<file path="src/rtl/dmem_pkg.sv">
// Shared types and helpers for the data-memory stage.
// Optional macro: DMEM_MISALIGN_ERR_EN (misaligned accesses report rsp_err).
package dmem_pkg;

    // RV32I funct3 encodings for loads and stores
    localparam logic [2:0] LB  = 3'b000;
    localparam logic [2:0] LH  = 3'b001;
    localparam logic [2:0] LW  = 3'b010;
    localparam logic [2:0] LBU = 3'b100;
    localparam logic [2:0] LHU = 3'b101;
    localparam logic [2:0] SB  = 3'b000;
    localparam logic [2:0] SH  = 3'b001;
    localparam logic [2:0] SW  = 3'b010;

    typedef enum logic [1:0] {IDLE, LOAD, RESP} dmem_state_t;

    typedef logic [3:0] be_t;

    // Byte enables for a store; size 11 behaves as a word store
    function automatic be_t store_be(input logic [1:0] sz, input logic [1:0] lane);
        case (sz)
            2'b00:   return be_t'(4'b0001 << lane);
            2'b01:   return lane[1] ? 4'b1100 : 4'b0011;
            default: return 4'b1111;
        endcase
    endfunction

    // Replicate right-aligned store data across the lanes it may land in
    function automatic logic [31:0] store_data(input logic [1:0] sz, input logic [31:0] wd);
        case (sz)
            2'b00:   return {4{wd[7:0]}};
            2'b01:   return {2{wd[15:0]}};
            default: return wd;
        endcase
    endfunction

    // Halfwords need addr[0]=0, words need addr[1:0]=0
    function automatic logic misaligned(input logic [1:0] sz, input logic [1:0] lane);
        case (sz)
            2'b00:   return 1'b0;
            2'b01:   return lane[0];
            default: return |lane;
        endcase
    endfunction

    // Pick the addressed byte/halfword out of a RAM word and extend it
    function automatic logic [31:0] load_fmt(input logic [2:0] sz, input logic [1:0] lane,
                                             input logic [31:0] word);
        logic [7:0]  b;
        logic [15:0] h;
        b = word[{lane, 3'b000} +: 8];
        h = lane[1] ? word[31:16] : word[15:0];
        case (sz)
            LB:      return {{24{b[7]}}, b};
            LH:      return {{16{h[15]}}, h};
            LBU:     return {24'd0, b};
            LHU:     return {16'd0, h};
            default: return word;
        endcase
    endfunction

endpackage

</file>
<file path="src/rtl/dmem_ram.sv">
// Word-organised synchronous RAM with per-byte write enables and a
// registered read port. Storage only; contents are never reset.
module dmem_ram
    import dmem_pkg::*;
#(
    parameter int DEPTH_WORDS = 32,
    parameter int IDX_W       = $clog2(DEPTH_WORDS)
) (
    input  logic             clk,
    input  logic             we,
    input  logic             re,
    input  be_t              be,
    input  logic [IDX_W-1:0] idx,
    input  logic [31:0]      wdata,
    output logic [31:0]      rdata
);

    logic [31:0] mem_q [DEPTH_WORDS];
    logic [31:0] rdata_q;

    // Byte-lane write and registered read at the same word index
    always_ff @(posedge clk) begin
        if (we) begin
            for (int b = 0; b < 4; b++) begin
                if (be[b]) mem_q[idx][8*b +: 8] <= wdata[8*b +: 8];
            end
        end
        if (re) rdata_q <= mem_q[idx];
    end

    assign rdata = rdata_q;

endmodule

</file>
<file path="src/rtl/data_mem_ctrl.sv">
// Handshaked data-memory stage: byte-lane stores into a 128-byte RAM,
// extended loads on a registered response channel.
// Optional macro: DMEM_MISALIGN_ERR_EN -- misaligned halfword/word accesses
// skip the RAM write and respond with rsp_err=1, rsp_rdata=0.
module data_mem_ctrl
    import dmem_pkg::*;
#(
    parameter int ADDR_W      = 7,
    parameter int DEPTH_WORDS = 32
) (
    input  logic              clk,
    input  logic              rst,
    input  logic              req_valid,
    output logic              req_ready,
    input  logic              req_we,
    input  logic [2:0]        req_size,
    input  logic [ADDR_W-1:0] req_addr,
    input  logic [31:0]       req_wdata,
    output logic              rsp_valid,
    input  logic              rsp_ready,
    output logic [31:0]       rsp_rdata,
    output logic              rsp_err
);

    dmem_state_t state_q;
    logic [2:0]  size_q;
    logic [1:0]  lane_q;
    logic        mis_q;
    logic [31:0] rdata_q;
    logic        err_q;

    logic        accept;
    logic        mis;
    logic        ram_we;
    logic        ram_re;
    logic [31:0] ram_rdata;

    assign accept = req_valid && (state_q == IDLE);

`ifdef DMEM_MISALIGN_ERR_EN
    assign mis = misaligned(req_size[1:0], req_addr[1:0]);
`else
    assign mis = 1'b0;
`endif

    // Writes are blocked while reset is held so a reset cannot corrupt RAM
    assign ram_we = accept && req_we && !mis && rst;
    assign ram_re = accept && !req_we;

    dmem_ram #(
        .DEPTH_WORDS(DEPTH_WORDS),
        .IDX_W      (ADDR_W-2)
    ) u_ram (
        .clk  (clk),
        .we   (ram_we),
        .re   (ram_re),
        .be   (store_be(req_size[1:0], req_addr[1:0])),
        .idx  (req_addr[ADDR_W-1:2]),
        .wdata(store_data(req_size[1:0], req_wdata)),
        .rdata(ram_rdata)
    );

    // Request/response sequencing with registered response outputs
    always_ff @(posedge clk or negedge rst) begin
        if (!rst) begin
            state_q <= IDLE;
            size_q  <= 3'd0;
            lane_q  <= 2'd0;
            mis_q   <= 1'b0;
            rdata_q <= 32'd0;
            err_q   <= 1'b0;
        end else begin
            case (state_q)
                IDLE: if (accept) begin
                    size_q  <= req_size;
                    lane_q  <= req_addr[1:0];
                    mis_q   <= mis;
                    rdata_q <= 32'd0;
                    err_q   <= req_we ? mis : 1'b0;
                    state_q <= req_we ? RESP : LOAD;
                end
                LOAD: begin
                    rdata_q <= mis_q ? 32'd0 : load_fmt(size_q, lane_q, ram_rdata);
                    err_q   <= mis_q;
                    state_q <= RESP;
                end
                RESP: if (rsp_ready) state_q <= IDLE;
                default: state_q <= IDLE;
            endcase
        end
    end

    assign req_ready = (state_q == IDLE);
    assign rsp_valid = (state_q == RESP);
    assign rsp_rdata = rdata_q;
    assign rsp_err   = err_q;

endmodule
</file>
<file path="config.mk">
export PLATFORM = sky130hd
export DESIGN_NAME = data_mem_ctrl
export DESIGN_NICKNAME = d
export VERILOG_FILES = /design/src/rtl/dmem_pkg.sv /design/src/rtl/dmem_ram.sv /design/src/rtl/data_mem_ctrl.sv
export SDC_FILE = /design/constraint.sdc
export NUM_CORES = 1
export LEC_CHECK = 0
export ABC_AREA = 1
export BUFFER_PORTS_ARGS = -buffer_cell sky130_fd_sc_hd__buf_2
export CORE_ASPECT_RATIO = 2
export CORE_UTILIZATION = 45
export DETAILED_ROUTE_END_ITERATION = 16
export HOLD_SLACK_MARGIN = 0.06
export PLACE_DENSITY_LB_ADDON = 0.05
export SLEW_MARGIN = 20
export SYNTH_ARGS = -nofsm -noshare
export SYNTH_HDL_FRONTEND = slang
export SYNTH_SLANG_ARGS = --single-unit
</file>
<file path="constraint.sdc">
create_clock -name clk -period 5.7 [get_ports clk]
set_input_delay 1.71 -clock clk [delete_from_list [all_inputs] [get_ports clk]]
set_output_delay 1.71 -clock clk [all_outputs]
set_load 0.005 [all_outputs]
</file>
==> summary.txt <==
Place
  • Post-Place Cell Area: 48500 µm²
  • Input/output buffers: 80
  • Gpl congestion: 0.889
  • Worst slack, placed: 1240 ps
  • DP HPWL: 92900 µm

Global routing
  • GRT busiest layer: met2
  • GR Util met3: 3.52%
  • First-pass GRT wire length: 211000 µm
  • Grt total ovfl: 0
  • Met1 usage: 33.0%
  • Met2 Track Usage GR: 49.6%
  • Initial antenna violation count: 2
  • Maximum number of pins on one net before global-route repair: 191
  • Vias in the first global route: 31300
  • Tot GR Track Use: 27.9%

Drt
  • Final antenna-violating net count: 0
  • Vias: 31600
  • DRC: 0
  • Per-cell routed wire length: 23.6 µm
  • DRT iter0 DRCs: 2605
  • Vias per inst: 5.16
  • Final WL: 145000 µm
  • Drt first pass iters: 6

Synthesis
  • Unique cell type count in the Yosys netlist: 23
  • Average size of a mapped cell: 10.0 µm²
  • Net count of the mapped netlist: 4675
  • Post-synth top flop: edfxtp_1
  • Fraction of registers with async set or reset after synthesis: 3.56%
  • Syn Inst Count: 4628
  • Post-synthesis cell area: 46400 µm²
  • Post-synthesis sequential area ratio: 70.4%
  • Area leader, netlist: edfxtp_1
  • EDFF count, synth: 1056
  • Ranking of synthesized cells by area: edfxtp_1 (68%), nand2_1 (24%), dfrtp_1 (2.1%), nor2_1 (2.0%), buf_2 (1.5%)
  • Yosys warning total: 0
  • Post-synth top area share: 68.3%
  • Yosys reg bits: 1095

Clocking
  • Clk_lat worst skew: 730 ps
  • Clk buf depth: 3
  • H-Tree Depth: 3
  • Post-CTS Setup Bufs: 0
  • Clock sinks: 1095
  • Hold Buf Count CTS: 0
  • PostCTS Resize Cnt: 0
  • Clock-pin slew on the worst setup and hold paths: 60 ps
  • CTS tree: yes
  • Root buf cell: clkbuf_16
  • CTS Buf Count: 95

Floorplan
  • Die ar.: 105000 µm²
  • Die height: 456 µm
  • Die Span X: 229 µm
  • I/O Pins: 82
  • Initial Utilization: 45.4%
  • Site Rows: 166
  • Core area: 102000 µm²

Final layout
  • Nets: 4746
  • Fillers: 9463
  • Share of cells above drive strength 1: 8.09%
  • Post-route design area: 51800 µm²
  • Synthesis-to-finish area growth: 11.4%
  • Final core utilization: 50.5%

Power and ir drop
  • Cell Pwr Density: 336 nW/µm²
  • Max VDD drop: 0.276 mV
  • Design Power: 17.4 mW
  • LEAKAGE: 21.7 nW
  • P_int: 13.1 mW
  • Gate power share: 8.3%
  • Clock power share: 39.3%
  • Switching share of total power: 24.4%
  • Switch Pwr: 4.23 mW
  • Seq pwr share: 52.3%

Timing
  • Final Hold Fails: 0
  • Final worst path period need: 3790 ps
  • Fmax: 264 MHz
  • Final max-slew violation count: 0
  • Setup violations, final: 0
  • PnR worst setup slack: 1910 ps
  • Clock Skew: 28.0 ps
  • RSZ-0062 raised after global routing: false
  • Worst-Margin Slew: 1200 ps
  • Tcrit/Tclk final: 66.4%
  • Fin Setup TNS: 0 ps
  • Rel. slew slack: 20.0%

Setup path
  • Startpoint Class: input port
  • CP Data Arrival Time: 4120 ps
  • Critical Path Sink Type: register
  • Crit path kind: in2reg
  • WP data required: 6030 ps
  • Largest fanout on the critical path: 21

Job
  • Max-Cap Viols: 0

Worst hold path
  • Tightest Hold Check Type: reg2reg

Run status
  • Status: complete, no violations
## flip-flops by register name, summed over array words and instances, names as in the netlist
name and count:
u_ram.mem_q 1024, rsp_rdata 32, u_ram.rdata 32, size_q 3, lane_q 2, state_q 2
## logic make-up (layout without fill, tap and decap cells)
group,count (synthesis),in the layout,synth area share [%]
AOI/OAI and AO/OA,54,54,0.695
buffers and inverters,268,421,2.66
DFF,1095,1095,70.4
muxes,1,1,0.0242
other,1,3,0.00807
and+or+nand+nor,3209,3209,26.2
## per-stage QoR
step | cells | hold slack (ps)
3_5_place_dp | 5946 | 461
2_1_floorplan | 4628 | 453
5_1_grt | 6126 | 500
4_1_cts | 6125 | 478
3_3_place_gp | 5946 | 458
6_report | 6127 | 471
## power by group through the flow
| stage | sequential (mW) | combinational, mW | clock [mW] |
|---|---|---|---|
| global placement | 9.26 | 1.45 | 0 |
| detailed placement | 9.27 | 1.46 | 0 |
| CTS | 9.09 | 1.46 | 6.93 |
| global route | 9.10 | 1.59 | 7.20 |
| floorplan | 9.21 | 0.848 | 0 |
| finish | 9.09 | 1.44 | 6.83 |
## worst max-delay path: stages
cell	delay [ps]
buf_2	410
inv_1	340
o21ai_0	160
nand2_1	500
buf_12	390
nor2_1	560
## Yosys cell counts (8+ instances only)
cell type  instances
dfrtp_1           39
buf_2            136
clkbuf_1          66
edfxtp_1        1056
nor3_4             8
o211ai_1          21
nand2_1         2936
o21ai_0           18
inv_1             30
buf_1             15
nor2_1           246
buf_4             12
a21oi_1           15
nand3_1           13
## final cells by class
| cell class | count | area (µm²) | share of cell area (%) |
|---|---|---|---|
| diodes | 2 | 5.00 | 0.00967 |
| clock buffers | 112 | 2470 | 4.77 |
| clock inverters | 67 | 759 | 1.47 |
| inverters | 38 | 165 | 0.319 |
| multi-input cells | 3265 | 12600 | 24.3 |
| flip-flops and latches | 1095 | 32700 | 63.2 |
| well taps | 1344 | 1680 | 3.25 |
| repair buffers | 204 | 1430 | 2.76 |
## cells in the final DEF, fill, tap and decap left out
master | synthesis | final
nand2_1 | 2936 | 2934
edfxtp_1 | 1056 | 1056
nor2_1 | 246 | 245
buf_4 | 12 | 118
clkbuf_16 | 0 | 95
buf_2 | 136 | 78
dfrtp_1 | 39 | 39
inv_1 | 30 | 30
clkinv_2 | 0 | 25
o211ai_1 | 21 | 21
a21oi_1 | 15 | 15
bufinv_16 | 0 | 15
clkinv_1 | 1 | 15
clkbuf_1 | 66 | 14
nand3_1 | 13 | 13
o21ai_0 | 18 | 11
nor3_4 | 8 | 8
o21ai_2 | 0 | 7
buf_12 | 0 | 6
nand2_2 | 2 | 4
clkinv_8 | 0 | 4
inv_4 | 3 | 3
inv_2 | 4 | 3
nor2_2 | 3 | 3
inv_6 | 0 | 3
clkinvlp_4 | 0 | 3
clkbuf_8 | 0 | 3
diode_2 | 0 | 2
inv_8 | 0 | 2
buf_8 | 0 | 2
nor2_4 | 0 | 1
nand3_2 | 1 | 1
mux2_2 | 1 | 1
conb_1 | 1 | 1
clkinv_4 | 0 | 1
clkinvlp_2 | 0 | 1
## final timing paths
kind,start,end,slack [ps],cells after the start
min in group asynchronous,rst,rsp_rdata[16],1080,2
setup / recovery,req_size[1],u_ram.mem_q[4][24],1910,6
hold reg to reg,rsp_rdata[16],rsp_rdata[16],470,2
hold / removal,rsp_rdata[16],rsp_rdata[16],470,2
max in group asynchronous,rst,rsp_rdata[29],4220,2
setup reg to reg,state_q[1],u_ram.mem_q[4][24],2660,6
## metal layers
layer	share of wire (%)	up-vias
met5	0.0090	-
met4	5.2	2
met3	4.5	247
met2	52	925
met1	38	15400
li1	-	15100
No activity file was read; power rests on OpenSTA's default activity.
